--- src/rtl/time_keeper.sv ---
// rtl/time_keeper.sv - BCD time-of-day clock with RUN and hour/minute/second set modes
module time_keeper #(
  parameter int TICKS_PER_SEC = 50000000
) (
  input  logic       clk,
  input  logic       reset,
  input  logic       mode_btn,
  input  logic       inc_btn,
  input  logic       dec_btn,
  output logic [3:0] hr_t,
  output logic [3:0] hr_o,
  output logic [3:0] min_t,
  output logic [3:0] min_o,
  output logic [3:0] sec_t,
  output logic [3:0] sec_o,
  output logic [1:0] mode,
  output logic       day_wrap
);

  localparam int PW = $clog2(TICKS_PER_SEC);
  localparam logic [PW-1:0] LAST = PW'(TICKS_PER_SEC - 1);

  typedef enum logic [1:0] {RUN = 2'd0, SET_HR = 2'd1, SET_MIN = 2'd2, SET_SEC = 2'd3} mode_t;

  mode_t         state_q, state_d;
  logic [PW-1:0] presc_q, presc_d;
  logic [3:0]    hr_t_d, hr_o_d, min_t_d, min_o_d, sec_t_d, sec_o_d;
  logic          day_wrap_d;
  logic          one_btn;

  assign mode    = state_q;
  assign one_btn = inc_btn ^ dec_btn;

  always_ff @(posedge clk) begin
    if (reset) begin
      state_q  <= RUN;
      presc_q  <= '0;
      hr_t     <= 4'd0;
      hr_o     <= 4'd0;
      min_t    <= 4'd0;
      min_o    <= 4'd0;
      sec_t    <= 4'd0;
      sec_o    <= 4'd0;
      day_wrap <= 1'b0;
    end else begin
      state_q  <= state_d;
      presc_q  <= presc_d;
      hr_t     <= hr_t_d;
      hr_o     <= hr_o_d;
      min_t    <= min_t_d;
      min_o    <= min_o_d;
      sec_t    <= sec_t_d;
      sec_o    <= sec_o_d;
      day_wrap <= day_wrap_d;
    end
  end

  always_comb begin
    state_d    = state_q;
    presc_d    = presc_q;
    hr_t_d     = hr_t;
    hr_o_d     = hr_o;
    min_t_d    = min_t;
    min_o_d    = min_o;
    sec_t_d    = sec_t;
    sec_o_d    = sec_o;
    day_wrap_d = 1'b0;

    unique case (state_q)
      RUN: begin
        // A tick due on the same edge as mode_btn still lands before entering SET_HR.
        if (presc_q == LAST) begin
          presc_d = '0;
          if (sec_o != 4'd9) sec_o_d = sec_o + 4'd1;
          else begin
            sec_o_d = 4'd0;
            if (sec_t != 4'd5) sec_t_d = sec_t + 4'd1;
            else begin
              sec_t_d = 4'd0;
              if (min_o != 4'd9) min_o_d = min_o + 4'd1;
              else begin
                min_o_d = 4'd0;
                if (min_t != 4'd5) min_t_d = min_t + 4'd1;
                else begin
                  min_t_d = 4'd0;
                  if (hr_t == 4'd2 && hr_o == 4'd3) begin
                    hr_t_d     = 4'd0;
                    hr_o_d     = 4'd0;
                    day_wrap_d = 1'b1;
                  end else if (hr_o == 4'd9) begin
                    hr_o_d = 4'd0;
                    hr_t_d = hr_t + 4'd1;
                  end else begin
                    hr_o_d = hr_o + 4'd1;
                  end
                end
              end
            end
          end
        end else begin
          presc_d = presc_q + 1'b1;
        end
        if (mode_btn) begin
          state_d = SET_HR;
          presc_d = '0;
        end
      end

      SET_HR: begin
        if (mode_btn) state_d = SET_MIN;
        else if (one_btn && inc_btn) begin
          if (hr_t == 4'd2 && hr_o == 4'd3) begin
            hr_t_d = 4'd0;
            hr_o_d = 4'd0;
          end else if (hr_o == 4'd9) begin
            hr_o_d = 4'd0;
            hr_t_d = hr_t + 4'd1;
          end else hr_o_d = hr_o + 4'd1;
        end else if (one_btn) begin
          if (hr_t == 4'd0 && hr_o == 4'd0) begin
            hr_t_d = 4'd2;
            hr_o_d = 4'd3;
          end else if (hr_o == 4'd0) begin
            hr_o_d = 4'd9;
            hr_t_d = hr_t - 4'd1;
          end else hr_o_d = hr_o - 4'd1;
        end
      end

      SET_MIN: begin
        // Minutes wrap within the field; hours never see a carry or borrow here.
        if (mode_btn) state_d = SET_SEC;
        else if (one_btn && inc_btn) begin
          if (min_o == 4'd9) begin
            min_o_d = 4'd0;
            min_t_d = (min_t == 4'd5) ? 4'd0 : min_t + 4'd1;
          end else min_o_d = min_o + 4'd1;
        end else if (one_btn) begin
          if (min_o == 4'd0) begin
            min_o_d = 4'd9;
            min_t_d = (min_t == 4'd0) ? 4'd5 : min_t - 4'd1;
          end else min_o_d = min_o - 4'd1;
        end
      end

      SET_SEC: begin
        if (mode_btn) begin
          state_d = RUN;
          presc_d = '0;
        end else if (one_btn) begin
          sec_t_d = 4'd0;
          sec_o_d = 4'd0;
        end
      end
    endcase
  end

endmodule

--- config.mk ---
export PLATFORM = sky130hd
export DESIGN_NAME = time_keeper
export DESIGN_NICKNAME = d
export VERILOG_FILES = /design/src/rtl/time_keeper.sv
export SDC_FILE = /design/constraint.sdc
export NUM_CORES = 1
export LEC_CHECK = 0
export CAP_MARGIN = 20
export CORE_UTILIZATION = 58
export DETAILED_ROUTE_END_ITERATION = 10
export PLACE_DENSITY = 0.77
export SLEW_MARGIN = 20
export SYNTH_ARGS = -nofsm -noshare
export SYNTH_HDL_FRONTEND = slang
export SYNTH_SLANG_ARGS = --single-unit
export TNS_END_PERCENT = 20
--- constraint.sdc ---
create_clock -name clk -period 2.7 [get_ports clk]
set_input_delay 0.54 -clock clk [delete_from_list [all_inputs] [get_ports clk]]
set_output_delay 0.54 -clock clk [all_outputs]
set_load 0.02 [all_outputs]
==> impl_metrics.sql <==
INSERT INTO impl_metrics (metric_group, metric, value, unit) VALUES
('power_and_ir_drop', 'power_leakage', '1.404', 'nW'),
('cts', 'cts.root.buffer_cell', 'clkbuf_8', ''),
('cts', 'clkSinkCount', '53', ''),
('synth', 'ys_dominant_reg_cell', 'dfxtp_1', ''),
('critical_path', 'reg2reg_from', 'presc_q[18]', ''),
('timing', 'finalCritPeriodShare', '95.91', '%'),
('routing', 'vias', '3402', ''),
('routing', 'drt_pass1_iterations', '4', ''),
('critical_path', 'timing.critical_path.arrival', '2.83', 'ns'),
('placed_design', 'place_hpwl', '5699', 'µm'),
('timing', 'timing.fmax', '0.3862', 'GHz'),
('routing', 'drt-wirelength-per-cell', '14.94', 'µm'),
('power_and_ir_drop', 'switching_share_of_total_power', '43.46', '%'),
('routing', 'dr_wl_met2', '4061', 'µm'),
('finish', 'postLayoutCoreUtil', '71.73', '%'),
('cts', 'cts_tree', 'done', ''),
('routing', 'vias_per_cell', '6.242', ''),
('synth', 'synthDominantCellAreaShare', '31.70', '%'),
('power_and_ir_drop', 'power.combinational.fraction', '54.1', '%'),
('critical_path', 'criticalPathCategory', 'register to register', ''),
('power_and_ir_drop', 'power.switching', '1.487', 'mW'),
('critical_path', 'critical_path.startpoint_type', 'register', ''),
('global_route', 'grt_util_all_layers', '28.20', '%'),
('power_and_ir_drop', 'internal_power', '1.935', 'mW'),
('global_route', 'grt_start_max_net_pins', '29', ''),
('die', 'die_y', '77.97', 'µm'),
('critical_path', 'timing.critical_path.slowest_cell_delay', '0.58', 'ns'),
('critical_path', 'timing.critical_path.from', 'presc_q[18]', ''),
('die', 'std_cell_rows', '27', ''),
('timing', 'max_slew.worst_pin.slew', '0.6067', 'ns'),
('timing', 'post_route_setup_tns', '0', 'ns'),
('synth', 'yosys.area_share.xor_xnor', '1.308', '%'),
('cts', 'number_of_clock_buffers_inserted_by_tritoncts', '5', ''),
('critical_path', 'cp.required', '2.94', 'ns'),
('timing', 'setup_repair_after_global_routing_missed_its_margin', 'no', ''),
('die', 'design.die.area', '6079', 'µm²'),
('finish', 'layout_commonest_cell', 'dfxtp_1', ''),
('synth', 'yosys_warnings', '0', ''),
('finish', 'antenna_cells', '0', ''),
('critical_path', 'cpMostUsedCell', 'or4_4', ''),
('synth', 'synth_cells', '433', ''),
('run_status', 'run_status', 'finished, final reports clean', ''),
('synth', 'yosys-mux-area-fraction', '0.8972', '%'),
('synth', 'synth_cell_type_count', '63', ''),
('routing', 'drc', '0', ''),
('timing', 'period_minus_slack', '2.590', 'ns'),
('routing', 'dr_wl_met3', '320', 'µm'),
('synth', 'syn_nets', '455', ''),
('finish', 'most-common-layout-cells', 'dfxtp_1 (53), nor2_1 (39), nand2_1 (38), a21oi_1 (38), clkdlybuf4s50_1 (31)', ''),
('synth', 'synth.top_cells.by_area', 'dfxtp_1 (32%), ha_1 (6.4%), a21oi_1 (5.7%)', ''),
('critical_path', 'critPathCaptureType', 'register', ''),
('critical_path', 'critPathSlowestCell', 'or4_4', ''),
('cts', 'clkLatencyLatePin', '0.31', 'ns'),
('synth', 'synth-compound-area-share', '26.84', '%'),
('hold_path', 'min_path_type', 'register to register', ''),
('finish', 'final-instance-count-excl-fill', '545', ''),
('synth', 'synthSimpleGateAreaFrac', '28.82', '%'),
('finish', 'finish.net_count', '494', ''),
('global_route', 'wire_length_of_the_first_global_routing_pass', '13930', 'µm'),
('timing', 'worst_clock_skew', '0.01155', 'ns'),
('finish', 'drive_above_1_share', '9.514', '%'),
('synth', 'mappedNetlistArea', '3347', 'µm²'),
('synth', 'yosys.area_share.adder', '6.355', '%'),
('power_and_ir_drop', 'sequentialPowerShare', '29.3', '%'),
('hold_path', 'hp-start', 'sec_o[1]', ''),
('synth', 'synth-async-reset-ratio', '0', '%'),
('synth', 'flop_and_latch_count_out_of_synthesis', '53', ''),
('timing', 'max-slew-margin-rel', '59.24', '%'),
('die', 'die_x', '77.97', 'µm'),
('synth', 'syn-mean-instance-area', '7.730', 'µm²'),
('die', 'num_io_pins', '32', '');
-- final timing paths --
path | depth (start not counted) | endpoint | slack, ns
max | 6 | sec_o[3] | 0.11
min reg2reg | 2 | sec_o[1] | 0.51
max reg2reg | 6 | sec_o[3] | 0.11
min | 2 | sec_o[1] | 0.51
-- area by class of cell --
cell class	instances	area (µm²)
tap	72	90.09
fill	454	1567
timing repair buffer	51	473.0
multi-input combinational	344	2170
inverter	17	63.81
clock buffer	7	86.33
clock inverter	1	30.03
sequential	53	1061
-- stage by stage --
step                hold slack [ns]  setup WS, ns  cell area [µm²]
floorplan                    0.4506        0.2708             3347
global placement             0.4756        0.1243             3830
detailed placement           0.4882       0.04839             3830
CTS                          0.5030       0.09826             3946
global route                 0.5358       0.03194             3974
finish                       0.5110        0.1104             3974
-- per-layer routing --
metal / GRT usage [%] / up-vias
li1: - / 1700
met1: 34.79 / 1619
met2: 50.80 / 76
met3: 4.353 / 7
met4: 7.407 / 0
met5: 0 / -
-- logic make-up (layout without fill, tap and decap cells) --
kind of cell | after synthesis | in the layout
AOI/OAI and AO/OA | 134 | 134
xor gates and xnor gates | 5 | 5
adders and majority gates | 17 | 17
buffers and inverters | 36 | 76
DFF | 53 | 53
muxes | 3 | 3
and+or+nand+nor | 185 | 185
-- what timing repair did --
action | 4_1_cts | 5_1_grt
buffers inserted | 0 | 1
endpoints found under the setup margin | 0 | 2
hold buffers | 0 | 0
gates resized for setup | 0 | 2
-- registers in the layout (all words and copies together) (netlist names) --
| register | flops |
|---|---|
| day_wrap | 1 |
| min_t | 4 |
| sec_o | 4 |
| hr_o | 4 |
| presc_q | 26 |
| hr_t | 4 |
| mode | 2 |
| min_o | 4 |
| sec_t | 4 |
-- power by group through the flow --
stage               sequential, mW  combinational (mW)  clock, mW
floorplan                     1.06                1.12          0
CTS                           1.00                1.80      0.573
global route                  1.02                2.04      0.605
global placement              1.01                1.75          0
finish                        1.00                1.85      0.570
detailed placement            1.02                1.79          0
-- Yosys cell counts (all sizes together) (2+ instances only) --
cell / instances
nand2: 38
xor2: 2
or2: 5
a31o: 2
and4: 2
o211a: 2
nor2b: 3
a32o: 2
buf: 2
xnor2: 3
nand4: 8
and2: 2
nor4: 6
o21ai: 27
dfxtp: 53
nor2: 39
o31a: 4
ha: 17
o31ai: 3
nand3: 25
a31oi: 10
nand3b: 4
nor3: 18
a41oi: 3
a21o: 4
a21oi: 38
a21boi: 2
clkbuf: 17
o211ai: 3
or3: 7
and3: 8
mux2i: 3
or4: 6
a311oi: 16
nand4b: 2
inv: 16
a211oi: 7
nand2b: 8
-- worst max-delay path, delay by kind of cell, from the launching register on --
kind / cells / cell delay (ns)
AO/OA/AOI/OAI: 2 / 0.34
flip-flops: 1 / 0.35
AND/OR/NAND/NOR: 4 / 1.82
Note: power is estimated with default switching activity, not from simulation.
